<file path="src/rtl/axis_tx_pattern_gen.sv">
// AXI-Stream frame pattern generator feeding the TCP core TX path.
// Emits frames of a configured byte length with counter, byte-index or
// PRBS payload, separated by an optional idle gap, until the frame count
// is reached or a graceful stop is requested.

module axis_tx_pattern_lane (
   input  logic [1:0] mode,
   input  logic       keep,
   input  logic [7:0] cnt_byte,
   input  logic [7:0] idx_byte,
   input  logic [7:0] prbs_byte,
   output logic [7:0] data
);
   // Pick this lane's pattern byte; lanes outside tkeep are driven to zero
   always_comb begin
      data = 8'h00;
      if (keep) begin
         case (mode)
            2'd1:    data = idx_byte;
            2'd2:    data = prbs_byte;
            default: data = cnt_byte;
         endcase
      end
   end
endmodule

module axis_tx_pattern_gen #(
   parameter int         DATA_WIDTH = 64,
   parameter int         LEN_WIDTH  = 16,
   parameter int         GAP_WIDTH  = 8,
   parameter logic [3:0] EST_STATE  = 4'b0011
) (
   input  logic                    s_aclk,
   input  logic                    s_aresetn,
   output logic                    s_axis_tvalid,
   input  logic                    s_axis_tready,
   output logic [DATA_WIDTH-1:0]   s_axis_tdata,
   output logic [DATA_WIDTH/8-1:0] s_axis_tkeep,
   output logic                    s_axis_tlast,
   input  logic                    tx_packet_start_signal,
   input  logic                    stop,
   input  logic [3:0]              tcp_state_out,
   input  logic [1:0]              cfg_mode,
   input  logic [LEN_WIDTH-1:0]    cfg_frame_bytes,
   input  logic [15:0]             cfg_frame_count,
   input  logic [GAP_WIDTH-1:0]    cfg_gap,
   output logic                    busy,
   output logic                    done,
   output logic [31:0]             frames_sent
);
   localparam int                   KW         = DATA_WIDTH / 8;
   localparam logic [LEN_WIDTH-1:0] KW_L       = LEN_WIDTH'(KW);
   localparam logic [31:0]          LFSR_TAPS  = 32'h8020_0003;
   localparam logic [31:0]          LFSR_SEED  = 32'hFFFF_FFFF;

   typedef enum logic [1:0] {IDLE, SEND, GAP} state_t;

   typedef struct packed {
      logic [1:0]           mode;
      logic [15:0]          count;
      logic [GAP_WIDTH-1:0] gap;
   } cfg_t;

   state_t                 state, state_n;
   logic                   done_n;
   logic                   rst_arm;
   cfg_t                   cfg_q;
   logic [LEN_WIDTH-1:0]   last_idx, beat_idx;
   logic [KW-1:0]          last_keep;
   logic [63:0]            beat_cnt;
   logic [7:0]             idx_base;
   logic [31:0]            lfsr, lfsr_step;
   logic [GAP_WIDTH-1:0]   gap_cnt;
   logic                   stop_pend;

   logic                   start_ok, stop_req, accept, last_beat, count_hit;
   logic [31:0]            frames_inc;
   logic [LEN_WIDTH-1:0]   start_rem, start_last_idx;
   logic [KW-1:0]          start_keep;
   logic [DATA_WIDTH-1:0]  cnt_ext;

   // rst_arm holds off the first edge after reset release so a start
   // cannot be taken on that edge
   assign start_ok   = rst_arm && tx_packet_start_signal &&
                       (tcp_state_out == EST_STATE) && (cfg_frame_bytes != '0);
   assign stop_req   = stop || (tcp_state_out != EST_STATE);
   assign accept     = (state == SEND) && s_axis_tready;
   assign last_beat  = (beat_idx == last_idx);
   assign frames_inc = frames_sent + 32'd1;
   assign count_hit  = (cfg_q.count != 16'd0) && (frames_inc == {16'd0, cfg_q.count});
   // Galois LFSR, right-shifting form of x^32+x^22+x^2+x+1
   assign lfsr_step  = {1'b0, lfsr[31:1]} ^ (lfsr[0] ? LFSR_TAPS : 32'h0);
   assign cnt_ext    = DATA_WIDTH'(beat_cnt);

   // Frame geometry derived once from the configured byte length at start
   always_comb begin
      start_rem      = cfg_frame_bytes % KW_L;
      start_last_idx = (cfg_frame_bytes - LEN_WIDTH'(1)) / KW_L;
      start_keep     = '0;
      for (int k = 0; k < KW; k++)
         start_keep[k] = (start_rem == '0) || (LEN_WIDTH'(k) < start_rem);
   end

   // State register, done pulse and post-reset start arming
   always_ff @(posedge s_aclk or negedge s_aresetn) begin
      if (!s_aresetn) begin
         state   <= IDLE;
         done    <= 1'b0;
         rst_arm <= 1'b0;
      end else begin
         state   <= state_n;
         done    <= done_n;
         rst_arm <= 1'b1;
      end
   end

   // Next-state logic; a stop during a frame waits for tlast, in GAP it is immediate
   always_comb begin
      state_n = state;
      done_n  = 1'b0;
      case (state)
         IDLE: if (start_ok) state_n = SEND;
         SEND: begin
            if (accept && last_beat) begin
               if (count_hit || stop_pend || stop_req) begin
                  state_n = IDLE;
                  done_n  = 1'b1;
               end else if (cfg_q.gap != '0) begin
                  state_n = GAP;
               end
            end
         end
         GAP: begin
            if (stop_req) begin
               state_n = IDLE;
               done_n  = 1'b1;
            end else if (gap_cnt == cfg_q.gap - GAP_WIDTH'(1)) begin
               state_n = SEND;
            end
         end
         default: state_n = IDLE;
      endcase
   end

   // Datapath: config latch, beat/frame counters, LFSR and pending stop
   always_ff @(posedge s_aclk or negedge s_aresetn) begin
      if (!s_aresetn) begin
         cfg_q       <= '0;
         last_idx    <= '0;
         last_keep   <= '0;
         beat_idx    <= '0;
         beat_cnt    <= '0;
         idx_base    <= '0;
         lfsr        <= LFSR_SEED;
         frames_sent <= '0;
         stop_pend   <= 1'b0;
         gap_cnt     <= '0;
      end else begin
         if (state == IDLE && start_ok) begin
            cfg_q       <= '{mode: cfg_mode, count: cfg_frame_count, gap: cfg_gap};
            last_idx    <= start_last_idx;
            last_keep   <= start_keep;
            beat_idx    <= '0;
            beat_cnt    <= '0;
            idx_base    <= '0;
            lfsr        <= LFSR_SEED;
            frames_sent <= '0;
            stop_pend   <= 1'b0;
         end else begin
            if (accept) begin
               beat_cnt <= beat_cnt + 64'd1;
               lfsr     <= lfsr_step;
               if (last_beat) begin
                  beat_idx    <= '0;
                  idx_base    <= '0;
                  frames_sent <= frames_inc;
               end else begin
                  beat_idx <= beat_idx + LEN_WIDTH'(1);
                  idx_base <= idx_base + 8'(KW);
               end
            end
            if (state == SEND && stop_req) stop_pend <= 1'b1;
         end
         gap_cnt <= (state == GAP) ? gap_cnt + GAP_WIDTH'(1) : '0;
      end
   end

   assign s_axis_tvalid = (state == SEND);
   assign s_axis_tlast  = (state == SEND) && last_beat;
   assign s_axis_tkeep  = (state == SEND) ? (last_beat ? last_keep : '1) : '0;
   assign busy          = (state != IDLE);

   for (genvar g = 0; g < KW; g++) begin : g_lane
      axis_tx_pattern_lane u_lane (
         .mode      (cfg_q.mode),
         .keep      (s_axis_tkeep[g]),
         .cnt_byte  (cnt_ext[8*g +: 8]),
         .idx_byte  (idx_base + 8'(g)),
         .prbs_byte (lfsr[(8*g)%32 +: 8]),
         .data      (s_axis_tdata[8*g +: 8])
      );
   end

endmodule

</file>
<file path="config.mk">
export PLATFORM = sky130hd
export DESIGN_NAME = axis_tx_pattern_gen
export DESIGN_NICKNAME = d
export VERILOG_FILES = /design/src/rtl/axis_tx_pattern_gen.sv
export SDC_FILE = /design/constraint.sdc
export NUM_CORES = 1
export LEC_CHECK = 0
export CAP_MARGIN = 0
export CORE_MARGIN = 8
export CORE_UTILIZATION = 44
export DETAILED_ROUTE_END_ITERATION = 6
export PLACE_DENSITY = 0.71
export SETUP_SLACK_MARGIN = 0.4
export SYNTH_ARGS = -nofsm -noshare
export SYNTH_HDL_FRONTEND = slang
export SYNTH_SLANG_ARGS = --single-unit
</file>
<file path="constraint.sdc">
create_clock -name s_aclk -period 5.6 [get_ports s_aclk]
set_input_delay 0.56 -clock s_aclk [delete_from_list [all_inputs] [get_ports s_aclk]]
set_output_delay 0.56 -clock s_aclk [all_outputs]
set_load 0.02 [all_outputs]
</file>
==> results of run 1 <==
synthesized netlist by cell type, types with 15 or more instances:
| cell | n |
|---|---|
| xor2_1 | 89 |
| dfrtp_1 | 177 |
| nand3_1 | 84 |
| nand2_1 | 251 |
| nor4_1 | 25 |
| a21oi_1 | 73 |
| and4_1 | 15 |
| xnor2_1 | 74 |
| o21ai_0 | 33 |
| dfstp_2 | 32 |
| and3_1 | 20 |
| nand4_1 | 35 |
| nor2b_1 | 49 |
| nor3_1 | 80 |
| clkbuf_1 | 66 |
| nor2_1 | 154 |
| inv_1 | 32 |
registers in the layout, indices dropped and copies added (netlist names):
| signal | cells |
|---|---|
| frames_sent | 32 |
| cfg_q | 26 |
| last_idx | 13 |
| beat_cnt | 64 |
| rst_arm | 1 |
| stop_pend | 1 |
| idx_base | 5 |
| done | 1 |
| last_keep | 8 |
| beat_idx | 16 |
| lfsr | 32 |
| gap_cnt | 8 |
| state | 2 |
through the flow:
stage          std cells  total power [mW]
2_1_floorplan       1449              4.02
3_3_place_gp        1878              5.31
3_5_place_dp        1878              5.34
4_1_cts             1922              7.15
5_1_grt             1922              7.52
6_report            1922              7.14
kinds of logic (layout without fill, tap and decap cells):
| family | after synthesis | after routing | share of synthesized area (%) |
|---|---|---|---|
| adders and majority gates | 13 | 13 | 1.34 |
| muxes | 1 | 1 | 0.0930 |
| AOI/OAI and AO/OA | 173 | 173 | 8.44 |
| xor gates and xnor gates | 163 | 163 | 11.8 |
| and+or+nand+nor | 777 | 777 | 31.0 |
| other | 1 | 1 | 0.0310 |
| DFF | 209 | 209 | 43.5 |
| buffers and inverters | 112 | 244 | 3.79 |
area by class of cell:
class                           count  area [um^2]
Clock buffer                       34          729
Clock inverter                     10          178
Fill cell                        2397        12200
Inverter                           32          120
Multi-Input combinational cell   1128         6390
Sequential cell                   209         5270
Tap cell                          341          427
Timing Repair Buffer              168         1670
cell usage in the layout, fill, tap and decap left out, types with 15 or more instances in the layout:
cell type	n
o21ai_0	33
xnor2_1	74
a21oi_1	73
and4_1	15
nor4_1	25
nand2_1	251
and3_1	20
nand3_1	84
nor2_1	154
nor3_1	79
xor2_1	89
dfstp_2	32
nor2b_1	49
inv_1	32
dfrtp_1	177
clkbuf_16	25
nand4_1	35
clkdlybuf4s50_1	157
critical path, stage by stage, from the launching register on:
cell and delay (ns):
dfrtp_1 0.48, xor2_1 0.18, nor4_1 0.31, nand3_1 0.19, or2_2 0.53, o21ai_1 0.80, nor3_1 0.22, clkdlybuf4s50_1 0.60
where the power goes:
group	leakage, nW	total, mW	internal, mW	switching [mW]
clock	0.447	1.78	1.13	0.643
sequential	2.71	2.18	1.86	0.319
combinational	3.19	3.18	1.27	1.91
total	6.34	7.14	4.26	2.87
final timing paths:
kind	from	to	slack (ns)
setup / recovery	beat_idx[3]$_DFFE_PN0P_	s_axis_tdata[53]	1.21
min in group s_aclk	last_keep[0]$_DFFE_PN0P_	last_keep[0]$_DFFE_PN0P_	0.48
hold reg to reg	last_keep[0]$_DFFE_PN0P_	last_keep[0]$_DFFE_PN0P_	0.48
setup reg to reg	frames_sent[10]$_DFFE_PN0P_	state[0]$_DFFE_PN0P_	1.97
hold / removal	s_aresetn	cfg_q[8]$_DFFE_PN0P_	0.13
max in group asynchronous	s_aresetn	frames_sent[24]$_DFFE_PN0P_	4.38
routing by layer:
| metal | up-vias | GRT usage (%) | share of wire, % |
|---|---|---|---|
| met5 | - | 0 | 0 |
| met4 | 0 | 7.58 | 3.1 |
| met3 | 65 | 4.33 | 7.5 |
| met2 | 421 | 31.9 | 44 |
| met1 | 5206 | 28.8 | 45 |
| li1 | 5162 | - | - |
==> summary.md, run 1 <==
| Metric | Value |
|---|---|
| Hold Buf Count CTS | 0 |
| Seq cells post-synth | about 210 |
| Buffers added on ports | about 160 |
| Die height | 182 um |
| Syn nets | roughly 1500 |
| Routed WL | 35100 um |
| Residual DRC | 0 |
| Seq/Total Area, Yosys | a little over two fifths |
| WHS | 0.128 ns |
| Layout area overhead | 22.2% |
| Total grt overflow | 0 |
| Synth area leader | dfrtp_1 |
| # setup viols final | 0 |
| Fin area | 14800 um^2 |
| Status | finished, final reports clean |
| Placed inst area | 13900 um^2 |
| Req. time, crit path | 5.04 ns |
| Root buffer cell | clkbuf_16 |
| Die area | 33100 um^2 |
| Layout cells sized above 1 | between 6 and 7% |
| CTS clock-pin slew for the worst setup and hold paths | roughly 0.06 ns |
| Crit end category | output port |
| Hold Path Class | in2async |
| Crit share post-route | 78.3% |
| Post-route minimum period | roughly 4.4 ns |
| Synth top area cells | dfrtp_1, nand2_1, dfstp_2, xor2_1, xnor2_1 |
| Antenna Diode Count | 0 |
| Max Transition Viols Final | 0 |
| CP arrival | 3.83 ns |
| Leakage | between 6 and 7 nW |
| Post-CTS resize count | 0 |
| Number of synthesized flops with an enable pin | 0 |
| Hpwl dp | 24800 um |
| Yosys top cell area share | 36.6% |
| CTS Buf Count | 24 |
| First DRT Iteration DRCs | 1132 |
| Fin Setup TNS | 0 ns |
| FMAX | 228 MHz |
| Critical path class | reg2out |
| Async SR Flop Fraction | 100% |
| Avg Cell Area, Syn | approximately 8.4 um^2 |
| First-pass GRT wire length | 57300 um |
| Fin worst setup slack | 1.21 ns |
| Startpoint types | register |
| Routed Antenna Nets | 0 |
| RSZ-0062 raised after global routing | false |
| CTS tree | built |
| Vias | 10900 |
| DP Worst Slack | between 1.5 and 2 ns |
| First-pass detailed-route iteration total | 5 |
| Mapped Cells | 1449 |
| Ys flop type | dfrtp_1 |
| Initial antenna violation count | 0 |
| # IOs | 159 |
| Row count | 60 |
| R2R depth | 8 |
| Pwr/cell area | ~480 nW/um^2 |
| Mapped Area | 12100 um^2 |
| Pin count of the biggest net entering global routing | 113 |
| Worst VDD drop | 0.345 mV |
| Clk_lat worst skew | 0.52 ns |
| Starting Density | 44.9% |
| CTS Buffer Depth | 3 |
| Post-DR vias/cell | 5.65 |
| Core Box Area | 27000 um^2 |
| Die span in x | 182 um |
| Final core utilization | 54.9% |
| Post-CTS setup buffers | 0 |
| DR WL/cell | approximately 18 um |
| Number of nets in the layout | 1627 |
| RD Place Congestion | just over 0.9 |
| Max-cap check violation count | 0 |
| Setup Skew | 0.0135 ns |
| Slew headroom | 19.4% |
| Synth cell types | 60 |
| Number of global-route vias before repair | 10700 |
| GRT Overall Usage | approximately a fifth |
| H-tree depth | 1 |
| Final hold vios | 0 |
| YS warnings | 0 |
| Maximum fanout along the worst path | 21 |
| Num Clock Sinks | 209 |
| Worst-Margin Slew | 1.20 ns |
Power figures use the tool's default switching activity.
==> run 2: changes to the inputs <==
--- a/config.mk
+++ b/config.mk
@@ -9,7 +9,7 @@
 export CORE_MARGIN = 8
 export CORE_UTILIZATION = 44
 export DETAILED_ROUTE_END_ITERATION = 6
-export PLACE_DENSITY = 0.71
+export PLACE_DENSITY = 0.74
 export SETUP_SLACK_MARGIN = 0.4
 export SYNTH_ARGS = -nofsm -noshare
 export SYNTH_HDL_FRONTEND = slang
==> constraint.sdc (replaced) <==
create_clock -name s_aclk -period 3.5 [get_ports s_aclk]
set_input_delay 0.35 -clock s_aclk [delete_from_list [all_inputs] [get_ports s_aclk]]
set_output_delay 0.35 -clock s_aclk [all_outputs]
set_load 0.02 [all_outputs]
==> run 2 against run 1 <==
Via count rose by 4.3%. Sequential share of layout area fell by 1.1 points. Non-clock buffer count rose by 70. Clock-buffer cell count rose by 3. Final area rose by 3.7%. Routed wire length rose by 5.9%. Die area did not move. Worst setup slack got worse by 0.82 ns. Clock skew rose by 0.012 ns. Critical path type unchanged. Highest routed layer unchanged.
==> summary.md, run 2 (synthesized netlist as in run 1, its figures left out) <==
| Metric | Value |
|---|---|
| Status | finished, final reports clean (unchanged) |
| RSZ-0062 raised after global routing | true (was false) |
| Residual DRC | 0 (unchanged) |
| CP max-delay cell | dfrtp_1 (was o21ai_1) |
| # setup viols final | 0 (unchanged) |
| First-pass detailed-route iteration total | 5 (unchanged) |
| Starting Density | 44.9% (unchanged) |
| Crit end category | output port (unchanged) |
| H-tree depth | 1 (unchanged) |
| CTS Buf Count | 26 (was 24) |
| Number of global-route vias before repair | 11200 (was 10700) |
| Setup Skew | 0.0259 ns (was 0.0135 ns) |
| Final core utilization | 56.9% (was 54.9%) |
| Req. time, crit path | 3.15 ns (was 5.04 ns) |
| Max-cap check violation count | 0 (unchanged) |
| Num Clock Sinks | 209 (unchanged) |
| Max FFs per register | 64 (unchanged) |
| Die height | 182 um (unchanged) |
| Max Transition Viols Final | 0 (unchanged) |
| Die span in x | 182 um (unchanged) |
| First DRT Iteration DRCs | 1062 (was 1132) |
| Most frequent cells in the layout | nand2_1, dfrtp_1, nor2_1 (was nand2_1, dfrtp_1, clkdlybuf4s50_1) |
| # IOs | 159 (unchanged) |
| Fin area | 15300 um^2 (was 14800 um^2) |
| Post-DR vias/cell | 5.67 (was 5.65) |
| Buffers added on ports | 158 (unchanged) |
| DP Worst Slack | 0.163 ns (was 1.60 ns) |
| First-pass GRT wire length | 59900 um (was 57300 um) |
| CTS tree | built (unchanged) |
| Largest regs | beat_cnt (64), frames_sent (32), lfsr (32) (unchanged) |
| Post-route minimum period | 3.11 ns |
| Worst-Margin Slew | 0.806 ns (was 1.20 ns) |
| Die area | 33100 um^2 (unchanged) |
| Fin worst setup slack | 0.392 ns (was 1.21 ns) |
| Routed WL | 37200 um (was 35100 um) |
| Startpoint types | register (unchanged) |
| FMAX | 322 MHz |
| Biggest register | beat_cnt (unchanged) |
| Layout area overhead | 26.7% (was 22.2%) |
| Hpwl dp | 26100 um (was 24800 um) |
| RD Place Congestion | 0.943 (was 0.930) |
| Number of nets in the layout | 1699 (was 1627) |
| Layout cells sized above 1 | 14.3% (was 6.20%) |
| Placed inst area | 14200 um^2 (was 13900 um^2) |
| # fillers | 2442 (was 2397) |
| Slew headroom | 45.5% (was 19.4%) |
| Cell-by-cell trace of the critical path | xor2_1 -> nor4_2 -> nand3_1 -> or2_4 -> o21ai_4 -> buf_4 -> nor3_1 -> dlygate4sd2_1 (was xor2_1 -> nor4_1 -> nand3_1 -> or2_2 -> o21ai_1 -> nor3_1 -> clkdlybuf4s50_1) |
| GRT Overall Usage | 21.9% (was 20.9%) |
| CTS clock-pin slew for the worst setup and hold paths | 0.06 ns (about the same) |
| Fin Setup TNS | 0 ns (unchanged) |
| CP arrival | 2.76 ns (was 3.83 ns) |
| Maximum fanout along the worst path | 11 (was 21) |
| Final hold vios | 0 (unchanged) |
| Initial antenna violation count | 1 (was 0) |
| Worst VDD drop | 0.522 mV (was 0.345 mV) |
| Total grt overflow | 0 (unchanged) |
| Area of the multi-input gates | 6500 um^2 (was 6390 um^2) |
| Crit share post-route | 88.8% |
| Vias | 11300 (was 10900) |
| Root buffer cell | clkbuf_16 (unchanged) |
| Pin count of the biggest net entering global routing | 92 (was 113) |
| CP max stage delay | 0.43 ns (was 0.80 ns) |
| Leakage | 6.89 nW (was 6.34 nW) |
| Critical path class | reg2out (unchanged) |
| Core Box Area | 27000 um^2 (unchanged) |
| Row count | 60 (unchanged) |
| Pwr/cell area | 749 nW/um^2 (was 483 nW/um^2) |
| Commonest non-fill, non-tap cell in the layout | nand2_1 (unchanged) |
| FF+latch area | 5300 um^2 (was 5270 um^2) |
| DR WL/cell | 18.6 um (was 18.3 um) |
| Clk_lat worst skew | 0.53 ns (was 0.52 ns) |
| Routed Antenna Nets | 0 (unchanged) |
| Hold Path Class | in2reg (was in2async) |
| CTS Buffer Depth | 3 (unchanged) |
==> run 2: final timing paths <==
check | slack [ns] | end | start | cells past startpoint
hold reg to reg | 0.47 | last_keep[2]$_DFFE_PN0P_ | last_keep[2]$_DFFE_PN0P_ | 2
setup / recovery | 0.39 | s_axis_tdata[40] | beat_idx[7]$_DFFE_PN0P_ | 8
max in group asynchronous | 2.08 | beat_idx[4]$_DFFE_PN0P_ | s_aresetn | 3
hold / removal | 0.36 | cfg_q[20]$_DFFE_PN0P_ | cfg_frame_count[12] | 3
min in group asynchronous | 0.41 | cfg_q[14]$_DFFE_PN0P_ | s_aresetn | 2
setup reg to reg | 0.41 | state[0]$_DFFE_PN0P_ | frames_sent[15]$_DFFE_PN0P_ | 8
==> run 2: routing by layer <==
layer | track usage, % | share of wire, %
met5 | 0 | 0
met4 | 7.08 | 2.9
met3 | 4.85 | 8.4
met2 | 34.2 | 45
met1 | 29.8 | 44
==> run 2: layout make-up <==
class                      instances  area share [%]
multi-input combinational       1128            42.4
sequential                       209            34.6
antenna                            1          0.0163
inverter                          32           0.784
timing repair buffer             238            13.4
clock inverter                    11           0.865
tap                              341            2.78
clock buffer                      37            5.18
==> run 2: where the power goes <==
part | internal, mW | switching [mW]
sequential | 2.99 | 0.481
clock | 1.79 | 1.07
combinational | 1.93 | 3.23
==> run 2: critical path, delay by kind of cell (launching register included) <==
family / cells / cell delay (ns)
flip-flops: 1 / 0.43
AND/OR/NAND/NOR: 4 / 0.89
XOR/XNOR: 1 / 0.17
buffers and inverters: 2 / 0.54
AO/OA/AOI/OAI: 1 / 0.19
==> run 2: metrics by stage <==
step / hold WS, ns / std cells / power (mW)
detailed placement: 0.433 / 1907 / 8.71
global route: 0.370 / 1996 / 12.1
floorplan: 0.0544 / 1449 / 6.44
CTS: 0.344 / 1988 / 11.4
global placement: 0.432 / 1907 / 8.65
finish: 0.362 / 1997 / 11.5
==> run 2: repair_timing <==
action,4_1_cts,5_1_grt
cloned,0,1
setup buffers,32,7
endpoints found under the setup margin,74,75
pin swaps,9,5
gates resized for setup,90,101
hold buffers,1,0
hold endpoints to repair,73,0
